### src/rtl/ioctl_rom_pkg.sv
// Shared constants and types for the ioctl ROM download router.
package ioctl_rom_pkg;

    localparam int unsigned IOCTL_ADDR_W = 25;

    localparam logic [7:0] ROM_INDEX_DEF = 8'd0;
    localparam logic [7:0] CFG_INDEX_DEF = 8'd1;
    localparam logic [7:0] DIP_INDEX_DEF = 8'd254;

    typedef logic [IOCTL_ADDR_W-1:0] ioctl_addr_t;

endpackage

### src/rtl/rom_reset_gen.sv
// Tracks the first completed ROM download and stretches the game-core reset.
module rom_reset_gen #(
    parameter logic [15:0] RST_HOLD = 16'hFFFF
) (
    input  logic clk_sys,
    input  logic reset_n,
    input  logic rom_dl,
    input  logic status_reset,
    input  logic button_reset,
    output logic rom_loaded,
    output logic core_reset
);

    localparam int unsigned CNT_W = 16;

    logic             dl_last_q;
    logic             loaded_q, loaded_d;
    logic [CNT_W-1:0] cnt_q, cnt_d;
    logic             rst_q, rst_d;

    // Next state: sticky loaded flag, reloading/saturating counter, reset from counter
    always_comb begin
        loaded_d = loaded_q | (dl_last_q & ~rom_dl);
        cnt_d    = cnt_q;
        rst_d    = (cnt_q != '0);
        if (status_reset || button_reset || !loaded_q || rom_dl) begin
            cnt_d = RST_HOLD;
        end else if (cnt_q != '0) begin
            cnt_d = cnt_q - CNT_W'(1);
        end
    end

    // State registers with synchronous reset holding the core in reset
    always_ff @(posedge clk_sys) begin
        if (!reset_n) begin
            dl_last_q <= 1'b0;
            loaded_q  <= 1'b0;
            cnt_q     <= RST_HOLD;
            rst_q     <= 1'b1;
        end else begin
            dl_last_q <= rom_dl;
            loaded_q  <= loaded_d;
            cnt_q     <= cnt_d;
            rst_q     <= rst_d;
        end
    end

    assign rom_loaded = loaded_q;
    assign core_reset = rst_q;

endmodule

### src/rtl/ioctl_rom_router.sv
// Routes HPS ioctl ROM bytes to NUM_PORTS SDRAM write ports by address window,
// captures core_mod / DIP bytes and drives the stretched core reset.
// Build option ROM_CHECKSUM_EN adds rom_sum, a 16-bit sum of accepted ROM bytes.
module ioctl_rom_router
    import ioctl_rom_pkg::*;
#(
    parameter int unsigned                 NUM_PORTS  = 2,
    parameter int unsigned                 ADDR_W     = IOCTL_ADDR_W,
    parameter logic [NUM_PORTS*ADDR_W-1:0] PORT_BASE  = {ioctl_addr_t'(25'h30000), ioctl_addr_t'(25'h0)},
    parameter logic [NUM_PORTS*ADDR_W-1:0] PORT_LIMIT = {ioctl_addr_t'(25'hA0000), ioctl_addr_t'(25'hA0000)},
    parameter logic [7:0]                  ROM_INDEX  = ROM_INDEX_DEF,
    parameter logic [7:0]                  CFG_INDEX  = CFG_INDEX_DEF,
    parameter logic [7:0]                  DIP_INDEX  = DIP_INDEX_DEF,
    parameter int unsigned                 DIP_BYTES  = 8,
    parameter logic [15:0]                 RST_HOLD   = 16'hFFFF
) (
    input  logic                            clk_sys,
    input  logic                            reset_n,
    input  logic                            ioctl_download,
    input  logic [7:0]                      ioctl_index,
    input  logic                            ioctl_wr,
    input  logic [ADDR_W-1:0]               ioctl_addr,
    input  logic [7:0]                      ioctl_dout,
    output logic                            ioctl_wait,
    input  logic                            status_reset,
    input  logic                            button_reset,
    output logic [NUM_PORTS-1:0]            port_req,
    input  logic [NUM_PORTS-1:0]            port_ack,
    output logic [NUM_PORTS*(ADDR_W-2)-1:0] port_a,
    output logic [NUM_PORTS*2-1:0]          port_ds,
    output logic [15:0]                     port_d,
    output logic                            port_we,
    output logic                            rom_dl,
    output logic [7:0]                      core_mod,
    output logic [DIP_BYTES*8-1:0]          dip_sw,
    output logic                            rom_loaded,
    output logic                            core_reset,
    output logic                            overrun
`ifdef ROM_CHECKSUM_EN
    ,
    output logic [15:0]                     rom_sum
`endif
);

    localparam int unsigned PA_W  = ADDR_W - 2;
    localparam int unsigned DIP_W = DIP_BYTES * 8;

    logic                 wr_last_q;
    logic                 wr_rise_c, rom_wr_c, drop_c;
    logic [NUM_PORTS-1:0] hit_c, busy_c;
    logic [ADDR_W-1:0]    offs_c [NUM_PORTS];
    logic [NUM_PORTS-1:0] req_q, req_d;
    logic [PA_W-1:0]      pa_q [NUM_PORTS];
    logic [PA_W-1:0]      pa_d [NUM_PORTS];
    logic [1:0]           ds_q [NUM_PORTS];
    logic [1:0]           ds_d [NUM_PORTS];
    logic [15:0]          pd_q, pd_d;
    logic [7:0]           core_mod_q, core_mod_d;
    logic [DIP_W-1:0]     dip_q, dip_d;
    logic                 ovr_q, ovr_d;

    assign rom_dl     = ioctl_download && (ioctl_index == ROM_INDEX);
    assign port_we    = rom_dl;
    assign wr_rise_c  = ioctl_wr && !wr_last_q;
    assign rom_wr_c   = rom_dl && wr_rise_c;
    assign busy_c     = req_q ^ port_ack;
    assign drop_c     = |(hit_c & busy_c);
    assign ioctl_wait = |busy_c;

    // Per-port window decode; a single unsigned compare on the wrapped offset covers both bounds
    for (genvar p = 0; p < NUM_PORTS; p++) begin : g_port
        localparam logic [ADDR_W-1:0] BASE  = PORT_BASE[p*ADDR_W +: ADDR_W];
        localparam logic [ADDR_W-1:0] LIMIT = PORT_LIMIT[p*ADDR_W +: ADDR_W];
        assign offs_c[p]                = ioctl_addr - BASE;
        assign hit_c[p]                 = (offs_c[p] < (LIMIT - BASE));
        assign port_a[p*PA_W +: PA_W]   = pa_q[p];
        assign port_ds[2*p +: 2]        = ds_q[p];
    end

    // Next state: ROM routing with all-or-nothing drop, config and DIP capture
    always_comb begin
        req_d      = req_q;
        pa_d       = pa_q;
        ds_d       = ds_q;
        pd_d       = pd_q;
        core_mod_d = core_mod_q;
        dip_d      = dip_q;
        ovr_d      = ovr_q;
        if (rom_wr_c) begin
            if (drop_c) begin
                ovr_d = 1'b1;
            end else begin
                for (int unsigned p = 0; p < NUM_PORTS; p++) begin
                    if (hit_c[p]) begin
                        req_d[p] = ~req_q[p];
                        pa_d[p]  = PA_W'(offs_c[p] >> 1);
                        ds_d[p]  = {ioctl_addr[0], ~ioctl_addr[0]};
                        pd_d     = {ioctl_dout, ioctl_dout};
                    end
                end
            end
        end
        if (wr_rise_c && (ioctl_index == CFG_INDEX) && (ioctl_addr == '0)) begin
            core_mod_d = ioctl_dout;
        end
        if (wr_rise_c && (ioctl_index == DIP_INDEX)) begin
            for (int unsigned k = 0; k < DIP_BYTES; k++) begin
                if (ioctl_addr == ADDR_W'(k)) begin
                    dip_d[8*k +: 8] = ioctl_dout;
                end
            end
        end
    end

    // Router registers
    always_ff @(posedge clk_sys) begin
        if (!reset_n) begin
            wr_last_q  <= 1'b0;
            req_q      <= '0;
            pa_q       <= '{default: '0};
            ds_q       <= '{default: '0};
            pd_q       <= '0;
            core_mod_q <= '0;
            dip_q      <= '0;
            ovr_q      <= 1'b0;
        end else begin
            wr_last_q  <= ioctl_wr;
            req_q      <= req_d;
            pa_q       <= pa_d;
            ds_q       <= ds_d;
            pd_q       <= pd_d;
            core_mod_q <= core_mod_d;
            dip_q      <= dip_d;
            ovr_q      <= ovr_d;
        end
    end

    assign port_req = req_q;
    assign port_d   = pd_q;
    assign core_mod = core_mod_q;
    assign dip_sw   = dip_q;
    assign overrun  = ovr_q;

`ifdef ROM_CHECKSUM_EN
    logic        dl_q;
    logic        accept_c;
    logic [15:0] sum_q, sum_d;

    assign accept_c = rom_wr_c && (|hit_c) && !drop_c;

    // Running byte sum, restarted when a new ROM download begins
    always_comb begin
        sum_d = (rom_dl && !dl_q) ? '0 : sum_q;
        if (accept_c) begin
            sum_d = sum_d + 16'(ioctl_dout);
        end
    end

    // Checksum registers
    always_ff @(posedge clk_sys) begin
        if (!reset_n) begin
            dl_q  <= 1'b0;
            sum_q <= '0;
        end else begin
            dl_q  <= rom_dl;
            sum_q <= sum_d;
        end
    end

    assign rom_sum = sum_q;
`endif

    rom_reset_gen #(
        .RST_HOLD (RST_HOLD)
    ) u_reset_gen (
        .clk_sys      (clk_sys),
        .reset_n      (reset_n),
        .rom_dl       (rom_dl),
        .status_reset (status_reset),
        .button_reset (button_reset),
        .rom_loaded   (rom_loaded),
        .core_reset   (core_reset)
    );

endmodule
### config.mk
export PLATFORM = sky130hd
export DESIGN_NAME = ioctl_rom_router
export DESIGN_NICKNAME = d
export VERILOG_FILES = /design/src/rtl/ioctl_rom_pkg.sv /design/src/rtl/rom_reset_gen.sv /design/src/rtl/ioctl_rom_router.sv
export SDC_FILE = /design/constraint.sdc
export NUM_CORES = 1
export LEC_CHECK = 0
export BUFFER_PORTS_ARGS = -buffer_cell sky130_fd_sc_hd__buf_2
export CORE_MARGIN = 4
export CORE_UTILIZATION = 50
export CTS_CLUSTER_DIAMETER = 40
export DETAILED_ROUTE_END_ITERATION = 10
export PLACE_DENSITY_LB_ADDON = 0.2
export SLEW_MARGIN = 40
export SYNTH_ARGS = -nofsm -noshare
export SYNTH_HDL_FRONTEND = slang
export SYNTH_SLANG_ARGS = --single-unit
### constraint.sdc
create_clock -name clk_sys -period 4.8 [get_ports clk_sys]
set_input_delay 1.2 -clock clk_sys [delete_from_list [all_inputs] [get_ports clk_sys]]
set_output_delay 1.2 -clock clk_sys [all_outputs]
set_load 0.02 [all_outputs]
# Yosys cells after proc, flatten, opt, wreduce, memory -nomap -nowiden

Cells that the tools add are included.

Register bits: 161
Bits of input ports: 49
Output and inout bits: 146
Word-level logic and storage cells: 77

$add $sub $neg: 2
Magnitude comparators: 2
Eq/ne operators: 9
Mux-type cells: 2
Bitwise logic cells: 10
Reduce and logical (&&, ||, !) cells: 30

Operator list:

| kind                                                                           | count |
|---|---|
| 25-bit by 3-bit == test with 1-bit output, second input constant               | 4 |
| 25-bit by 2-bit == test with 1-bit output, second input constant               | 2 |
| 16-bit two-way mux                                                             | 2 |
| 25-bit by 1-bit == test with 1-bit output, second input constant               | 1 |
| 25-bit zero test                                                               | 1 |
| 25-bit by 19-bit less-than comparator with 1-bit output, second input constant | 1 |
| 25-bit by 20-bit less-than comparator with 1-bit output, second input constant | 1 |
| 25-bit by 18-bit subtractor with 25-bit output, second input constant          | 1 |
| 2-bit AND reduction                                                            | 9 |
| 16-bit nonzero test                                                            | 1 |
| 16-bit by 1-bit subtractor with 16-bit output, second input constant           | 1 |
| 3-bit AND reduction                                                            | 3 |
| 8-bit by 1-bit == test with 1-bit output, second input constant                | 1 |
| 8-bit == test, second input constant                                           | 1 |
| 8-bit zero test                                                                | 1 |
| 1-bit logical AND                                                              | 6 |
| 1-bit NOT                                                                      | 6 |
| 2-bit OR reduction                                                             | 3 |
| 1-bit logical OR                                                               | 3 |
| 2-bit bitwise AND                                                              | 1 |
| 1-bit zero test                                                                | 2 |
| 2-bit nonzero test                                                             | 1 |
| 2-bit bitwise XOR                                                              | 1 |
| 1-bit bitwise AND                                                              | 1 |
| 1-bit bitwise OR                                                               | 1 |

# Logic depth before layout (Yosys ltp)

Gate-level depths: netlist of the first run.

Depth after elaboration: 6
Depth in mapped cells: 9
Depth with buffers taken out: 8

# By module

Synthesis of the first run repeated with hierarchy kept, for this count alone.

Cell total of the unflattened synthesis: 664
Area, all modules: 6,317.3 sq um

Modules (own cells, without submodules):

| module           | times used | cells each | area an instance (sq um) | seq. area each (sq um) |
|---|---|---|---|---|
| ioctl_rom_router | 1          | 552        | 5,340.1                  | 2,682.6 |
| rom_reset_gen    | 1          | 112        | 977.2                    | 380.4 |

# Worst setup path after synthesis of the first run

OpenSTA, ideal clock, no wires.

Path type: input-to-output
Start point: input port ioctl_index[4]
End point: output port rom_dl
Arrival time: 2,667 ps
Data required time: 3,600 ps
Path slack: 933 ps
Stages: 3
Path buffers: 1
Path through: or4_4 -> nor3_1 -> buf_4

Longest elaborated chain between the ends: 2

RTL lines:

| element           | line                   | RTL |
|---|---|---|
| start, declared   | ioctl_rom_router.sv:20 | `input logic [7:0] ioctl_index,` |
| 8-bit zero test   | ioctl_rom_router.sv:62 | `assign rom_dl = ioctl_download && (ioctl_index == ROM_INDEX);` |
| 1-bit logical AND | ioctl_rom_router.sv:62 |  |
| end, declared     | ioctl_rom_router.sv:33 | `output logic rom_dl,` |

No other way between the ends.

# Final worst setup path of the first run

Ends and elaborated chain as after synthesis.

==> results of run 1 <==
==> layer usage <==
metal / track usage (%) / vias to the layer above / routed length, um
li1: - / 2477 / -
met1: 27.0 / 2378 / 6630
met2: 38.7 / 156 / 7630
met3: 8.41 / 18 / 1230
met4: 7.33 / 0 / 222
met5: 0 / - / 0
==> synth_stat cells, types with 10 or more instances <==
| library cell | n | share of area, % |
|---|---|---|
| nand2_1 | 62 | 3.9 |
| inv_1 | 10 | 0.63 |
| mux2i_1 | 93 | 16 |
| nor3_1 | 10 | 0.83 |
| xnor2_1 | 13 | 1.9 |
| dfxtp_1 | 153 | 51 |
| a21oi_1 | 32 | 2.7 |
| buf_4 | 11 | 1.4 |
| clkbuf_1 | 31 | 1.9 |
| o21ai_0 | 13 | 1.1 |
| nor4_1 | 11 | 1.1 |
| nor2_1 | 103 | 6.4 |
==> where the power goes <==
group	internal (mW)	switching (mW)	total [mW]	leakage [nW]
Sequential	1.27	0.0000674	1.27	1.23
Clock	0.787	0.483	1.27	0.280
Combinational	0.0257	0.0591	0.0848	1.90
Total	2.08	0.542	2.62	3.41
==> state kept, by name (all words and copies together), names as in the netlist <==
register and count:
wr_last_q 1, port_ds 4, u_reset_gen.core_reset 1, port_d 8, overrun 1, u_reset_gen.cnt_q 16
port_req 2, core_mod 8, dip_sw 64, u_reset_gen.dl_last_q 1, port_a 46, u_reset_gen.rom_loaded 1
==> cell type report <==
class	instances	share of cell area, %
inverters	11	0.563
multi-input cells	420	35.5
flip-flops and latches	153	40.6
clock buffers	23	6.20
clock inverters	9	1.29
well taps	143	2.37
repair buffers	201	13.6
==> through the flow <==
stage | power, mW | cells | hold WS [ns]
global placement | 1.38 | 928 | 0.437
detailed placement | 1.38 | 928 | 0.439
floorplan | 1.34 | 631 | 0.474
global route | 2.71 | 960 | 0.471
CTS | 2.65 | 960 | 0.454
finish | 2.62 | 960 | 0.449
==> logic make-up after synthesis <==
family,after synthesis
compound gates,56
xor+xnor,17
fa+ha+maj,3
simple gates,251
flops,153
mux,93
buf+inv,58
==> worst min-delay path by stage <==
stage                                       start                            endpoint  slack (ns)
3_5_place_dp              port_a[19]$_SDFFE_PN0P_             port_a[19]$_SDFFE_PN0P_        0.44
3_3_place_gp              port_a[28]$_SDFFE_PN0P_             port_a[28]$_SDFFE_PN0P_        0.44
6_report                  port_a[23]$_SDFFE_PN0P_             port_a[23]$_SDFFE_PN0P_        0.45
2_1_floorplan  u_reset_gen.cnt_q[10]$_SDFFE_PP1P_  u_reset_gen.cnt_q[10]$_SDFFE_PP1P_        0.47
5_1_grt                   port_a[23]$_SDFFE_PN0P_             port_a[23]$_SDFFE_PN0P_        0.47
4_1_cts                   port_a[25]$_SDFFE_PN0P_             port_a[25]$_SDFFE_PN0P_        0.45
==> worst register-to-register path, cell delays in order (launching register included) <==
cell,delay (ns)
dfxtp_1,0.36
or4_1,0.61
nor4_2,0.56
a311o_1,0.45
nor2_1,0.11
xnor2_1,0.16
nand2_1,0.07
==> results.cfg, run 1 <==
[run_status]
status = finished, final reports clean

[detailed_routing]
ant_nets = 0
post_drt_wl_per_cell_um = 16.4
drt-total-wl_mm = 15.7
drcViolationCount = 0
dr.first_iter.drc_count = 261
vias = 5029
via_per_inst = 5.24
dr.pass1.iters = 5

[logic_synthesis]
synthesis.nets = 683
synth_cell_types = 46
synthFlopType = dfxtp_1
synth_fa_ha_area_share_pct = 0.626
synth_xor_area_share_pct = 2.48
ys_warn_count = 0
synth_compound_area_share_pct = 5.41
synth-simple-area-share_pct = 20.3
synth.cell_area_sq_mm = 0.00599
synth-edff-count = 0
yosysSeqAreaShare_pct = 51.1
async_flop_share_pct = 0
ys_seq_elements = 153
muxShareOfSynthArea_pct = 15.5
syn_avg_cell_area_sq_um = 9.50
syn_inst = 631
synth_top_family_by_area = simple AND/OR/NAND/NOR gates

[sta]
period_share_pct = 76.3
postLayoutSetupSlackWorst_ns = 1.14
clock_skew_ns = 0.00626
hold_viol = 0
slew_violations = 0
fmax_ghz = 0.273
tns_ns = 0
setup_violations = 0
fin_crit_ns = 3.66
rsz0062_at_grt = no
tightest_slew_ns = 0.749
relSlewSlack_pct = 49.7

[floorplan]
die_x_um = 117
initial_utilization_pct = 51.8
dieArea_sq_mm = 0.0138
rows = 39
die_h_um = 117
core_region_area_sq_mm = 0.0116
io_pins = 195

[critical_path]
rr_startpoint = u_reset_gen.cnt_q[2]$_SDFFE_PP1P_
end_kind = primary output
cp_top_family = simple AND/OR/NAND/NOR gates
r2r_end = u_reset_gen.cnt_q[7]$_SDFFE_PP1P_
max_stage_delay_ns = 0.55
r2r_cells = 6
worst-path-stages = 4
cp.required_ns = 3.60
critPathLaunchType = input port
regToRegSetupSlack_ns = 2.36
worst-path-max-fanout = 4
cp.arrival_ns = 2.46
crit_path_frequent_cell = buf_2
crit_buf_inv = 2
crit_path_cell_trace = buf_2 > or4_4 > nor3_1 > buf_2
worstSetupPathType = input port to primary output
crit_slowest_cell = or4_4
worstSetupEndpoint = rom_dl
crit_start = ioctl_index[4]

[worst_hold_path]
holdPathStages = 2
hold_path_class = register to register

[flow_run]
cap_violations = 0

[global_routing]
grt_pass1_vias = 5014
antenna_found_initial = 0
grt_pass1_wl_mm = 25.8
grt.total_usage_pct = 22.9
grt-ovfl-total = 0
grt_max_degree = 74

[placement]
dp_hpwl_mm = 11.2
gp_congestion = 0.878
io_buffers = 194
place_area_sq_mm = 0.00698
dpl_worst_slack_ns = 1.12

[clock_tree]
h-tree-depth = 4
cts_setup_buffers = 0
worstSkewPairLatency_ns = 0.41
clock_path_buffers = 2
cts_sinks = 153
root_buffer = clkbuf_16
cts_buffers = 17
holdBufCountCts = 0
cts-resized-gates = 0
cts_tree = done
clkTransAtPathRegs_ns = 0.06

[finish]
diodes = 0
fillCellCount = 960
final_common_cell = buf_2
num-nets-final = 856
layout-drive-gt1-share_pct = 29.4
synthToLayoutAreaGrowth_pct = 26.0
multiInputGateArea_sq_mm = 0.00268
finish.instance_area_sq_mm = 0.00755
utilization_pct = 65.3
final-seq-area_sq_mm = 0.00306
final_cell_mix = buf_2 (194), dfxtp_1 (153), nor2_1 (103), mux2i_1 (93), nand2_1 (62)

[power]
p_leak_nw = 3.41
p_per_area_mw_per_mm2 = 348
vdd_drop_max_uv = 229
(Power assumes the default switching activity.)
==> run 2: changes to the inputs <==
Clock period 4.8 ns to 3.5 ns, I/O delays scaled along.
==> run 2 against run 1 <==
Worst setup slack worse by 0.70 ns. Power up 49%. Final cell count up 0.73%. Critical path depth did not move. Routed wire length is 2.9% higher. Sequential power grew 37%. Die area unchanged. Via count increased by 1.4%. Combinational power up 42%.
==> results.cfg, run 2 (synthesis gave the netlist of run 1 again) <==
[run_status]
status = finished, final reports clean

[finish]
num-nets-final = 863
largest_reg_flops = 64
final_common_cell = buf_2
utilization_pct = 66.9
final_cell_mix = buf_2 (194), dfxtp_1 (153), nor2_1 (103), mux2i_1 (93), nand2_1 (62)
fillCellCount = 972
layout-drive-gt1-share_pct = 30.3
synthToLayoutAreaGrowth_pct = 29.0
diodes = 0

[power]
p_leak_nw = 3.50
combPwrFrac_pct = 3.1
switching_share_pct = 20.3
clkPwrFrac_pct = 52.5
seq_power_share_pct = 44.5
vdd_drop_max_uv = 373
switching_power_mw = 0.794
p_per_area_mw_per_mm2 = 506
intPower_mw = 3.12

[floorplan]
dieArea_sq_mm = 0.0138
initial_utilization_pct = 51.8
core_region_area_sq_mm = 0.0116
io_pins = 195
die_h_um = 117
die_x_um = 117
rows = 39

[clock_tree]
h-tree-depth = 4
cts_sinks = 153
cts_buffers = 17
cts-resized-gates = 0
clock_path_buffers = 2
cts_tree = done
root_buffer = clkbuf_16
worstSkewPairLatency_ns = 0.42
cts_setup_buffers = 0
clkTransAtPathRegs_ns = 0.06
holdBufCountCts = 0

[placement]
io_buffers = 194
gp_congestion = 0.863
dp_hpwl_mm = 11.5

[critical_path]
end_kind = primary output
worstSetupPathType = input port to primary output
cp.required_ns = 2.62
worst-path-max-fanout = 4
critPathLaunchType = input port
cp.arrival_ns = 2.19

[global_routing]
grt.total_usage_pct = 23.6
grt_pass1_vias = 5146
antenna_found_initial = 0
grt_max_degree = 73
grt_pass1_wl_mm = 26.7
grt-ovfl-total = 0

[detailed_routing]
ant_nets = 0
via_per_inst = 5.28
post_drt_wl_per_cell_um = 16.7
drt-total-wl_mm = 16.2
drcViolationCount = 0
dr.first_iter.drc_count = 313
dr.pass1.iters = 4
vias = 5101

[flow_run]
cap_violations = 0

[sta]
setup_violations = 0
slew_violations = 0
fin_crit_ns = 3.07
rsz0062_at_grt = no
tns_ns = 0
hold_viol = 0
period_share_pct = 87.7
fmax_ghz = 0.326
clock_skew_ns = 0.00378
tightest_slew_ns = 0.670
relSlewSlack_pct = 55.0

[worst_hold_path]
hold_path_class = register to register
-- run 2: cell types whose count changed in the layout (fill, tap and decap cells not counted), sizes merged --
cell / before / now
clkbuf: 23 / 22
bufinv: 2 / 5
inv: 10 / 11
clkinvlp: 1 / 2
clkinv: 7 / 3
buf: 201 / 208
-- run 2: stage by stage --
| step | setup WS, ns | cell area [sq um] | instances | hold WS [ns] | total power, mW |
|---|---|---|---|---|---|
| floorplan | 0.283 | 5990 | 631 | 0.474 | 1.84 |
| global placement | 0.373 | 7060 | 935 | 0.437 | 1.90 |
| detailed placement | 0.302 | 7060 | 935 | 0.441 | 1.90 |
| CTS | 0.412 | 7730 | 967 | 0.453 | 3.95 |
| global route | 0.303 | 7730 | 967 | 0.472 | 4.04 |
| finish | 0.432 | 7730 | 967 | 0.449 | 3.92 |
-- run 2: area by class of cell --
class / count / area [sq um] / share of cell area, %
clock buffers: 22 / 484 / 6.26
clock inverters: 10 / 188 / 2.43
inverters: 11 / 42.5 / 0.550
multi-input cells: 420 / 2680 / 34.6
flip-flops and latches: 153 / 3060 / 39.6
well taps: 143 / 179 / 2.31
repair buffers: 208 / 1100 / 14.2
-- run 2: worst paths after layout --
path | startpoint | end | slack [ns] | cells past startpoint
worst max register to register | u_reset_gen.cnt_q[2]$_SDFFE_PP1P_ | u_reset_gen.cnt_q[9]$_SDFFE_PP1P_ | 1.00 | 6
worst min register to register | port_ds[3]$_SDFFE_PN0P_ | port_ds[3]$_SDFFE_PN0P_ | 0.45 | 2
worst min-delay path | port_ds[3]$_SDFFE_PN0P_ | port_ds[3]$_SDFFE_PN0P_ | 0.45 | 2
worst max-delay path | ioctl_index[4] | rom_dl | 0.43 | 4
-- run 2: power by group through the flow --
stage / Combinational [mW] / Clock, mW / Sequential (mW)
floorplan: 0.0578 / 0 / 1.78
global placement: 0.117 / 0 / 1.78
detailed placement: 0.119 / 0 / 1.78
CTS: 0.119 / 2.09 / 1.74
global route: 0.131 / 2.17 / 1.74
finish: 0.120 / 2.06 / 1.74
-- run 2: critical path, cell delays in order --
cell	delay, ns
buf_2	0.11
or4_4	0.56
nor3_1	0.40
buf_2	0.25
-- run 2: layer usage --
layer  up-vias  routed length (um)  global-route usage (%)
li1       2501                   -                       -
met5         -                   0                       0
met3        25                1220                    7.69
met4         0                 333                    8.42
met2       175                7830                    39.8
met1      2400                6790                    28.3
==> run 3: changes to the inputs <==
==> constraint.sdc (replaced) <==
create_clock -name clk_sys -period 3.5 [get_ports clk_sys]
set_input_delay 0.175 -clock clk_sys [delete_from_list [all_inputs] [get_ports clk_sys]]
set_output_delay 0.175 -clock clk_sys [all_outputs]
set_load 0.02 [all_outputs]
==> run 3 against run 2 <==
Final cell count shrank 0.83%. Sequential cell count is the same. Clock skew grew 0.0067 ns. Register-to-register slack lost 0.02 ns. Worst hold slack lost 0.43 ns. Clock power shrank 12%. Fmax grew 22%. Clock-buffer cell count shrank 3. Critical endpoint is now u_reset_gen.cnt_q[11]$_SDFFE_PP1P_. Highest routed layer unchanged.
==> results.cfg, run 3 (synthesis gave the netlist of run 1 again) <==
[finish]
fillCellCount = 983
layout-drive-gt1-share_pct = 29.4
num-nets-final = 857
final-seq-area_sq_mm = 0.00306
final_cell_mix = buf_2 (194), dfxtp_1 (153), nor2_1 (103), mux2i_1 (93), nand2_1 (62)
finish.instance_area_sq_mm = 0.00759
final_common_cell = buf_2
largest_reg_flops = 64
multiInputGateArea_sq_mm = 0.00268
diodes = 0
synthToLayoutAreaGrowth_pct = 26.7

[power]
p_leak_nw = 3.41
vdd_drop_max_uv = 291
p_per_area_mw_per_mm2 = 484

[sta]
slew_violations = 0
period_share_pct = 72.0
clock_skew_ns = 0.0105
setup_violations = 0
fmax_ghz = 0.397
tightest_slew_ns = 0.813
tns_ns = 0
whs_ns = 0.0226
relSlewSlack_pct = 45.8
fin_crit_ns = 2.52
rsz0062_at_grt = no
postLayoutSetupSlackWorst_ns = 0.979
hold_viol = 0

[worst_hold_path]
hold_path_class = input port to register

[detailed_routing]
highest_layer = met4
vias = 5072
drt-total-wl_mm = 15.9
wl_met3_mm = 1.33
ant_nets = 0
drcViolationCount = 0
routed-wl-met2_mm = 7.67
m1WireLength_mm = 6.65
post_drt_wl_per_cell_um = 16.6
dr.first_iter.drc_count = 364
dr.pass1.iters = 4
via_per_inst = 5.29

[critical_path]
cp.required_ns = 3.80
worstSetupPathType = register to register
critPathLaunchType = register
end_kind = register
worst-path-max-fanout = 8
cp.arrival_ns = 2.82

[flow_run]
cap_violations = 0

[global_routing]
grt_pass1_vias = 5152
grt.total_usage_pct = 23.1
grt_max_degree = 70
grt_pass1_wl_mm = 26.0
antenna_found_initial = 0
grt-ovfl-total = 0

[placement]
dp_hpwl_mm = 11.2
place_area_sq_mm = 0.00699
io_buffers = 194
dpl_worst_slack_ns = 0.891
gp_congestion = 0.861

[floorplan]
core_region_area_sq_mm = 0.0116
initial_utilization_pct = 51.8
die_h_um = 117
die_x_um = 117
rows = 39
io_pins = 195
dieArea_sq_mm = 0.0138

[clock_tree]
clock_path_buffers = 2
cts_buffers = 17
cts_setup_buffers = 0
worstSkewPairLatency_ns = 0.42
clkTransAtPathRegs_ns = 0.06
cts_sinks = 153
h-tree-depth = 4
root_buffer = clkbuf_16
cts_tree = done

[run_status]
status = finished, final reports clean
-- run 3: changes by cell type in the layout (fill, tap and decap cells not counted), sizes merged, moves of 2 or more --
cell      before  now
clkinvlp       2    4
clkbuf        22   19
clkinv         3    5
bufinv         5    3
buf          208  201
-- run 3: area by class of cell --
cell class	count	area share, %
sequential	153	40.3
multi-input combinational	420	35.3
timing repair buffer	202	13.8
clock buffer	19	5.70
tap	143	2.36
clock inverter	11	1.99
inverter	11	0.560
-- run 3: per-layer routing --
layer,GRT usage [%],vias up
li1,-,2475
met1,26.6,2399
met2,38.8,175
met3,9.32,23
met4,8.21,0
met5,0,-
-- run 3: per-stage QoR --
step	cells	utilization (%)	power [mW]
2_1_floorplan	631	-	1.84
3_5_place_dp	928	60.5	1.90
5_1_grt	959	65.6	3.79
3_3_place_gp	928	60.5	1.90
6_report	959	65.6	3.67
4_1_cts	959	65.6	3.70
-- run 3: final timing paths --
path,start,end,slack (ns),cells past startpoint
worst min register to register,port_ds[2]$_SDFFE_PN0P_,port_ds[2]$_SDFFE_PN0P_,0.45,2
worst max register to register,u_reset_gen.cnt_q[2]$_SDFFE_PP1P_,u_reset_gen.cnt_q[11]$_SDFFE_PP1P_,0.98,6
worst min-delay path,ioctl_addr[15],port_a[37]$_SDFFE_PN0P_,0.02,3
worst max-delay path,u_reset_gen.cnt_q[2]$_SDFFE_PP1P_,u_reset_gen.cnt_q[11]$_SDFFE_PP1P_,0.98,6
-- run 3: what timing repair did --
item                                   4_1_cts  5_1_grt
endpoints found under the hold margin        1        0
resized for setup                            0        0
hold buffers                                 1        0
-- run 3: critical path: stages, from the launching register on --
cell,delay [ns]
dfxtp_1,0.36
or4_1,0.60
nor4_2,0.60
a311o_1,0.46
or3_1,0.19
xnor2_1,0.13
nand2_1,0.07
-- run 3: power breakdown --
group / switching [mW] / internal, mW
Combinational: 0.0809 / 0.0375
Clock: 0.700 / 1.11
Sequential: 0.000161 / 1.74
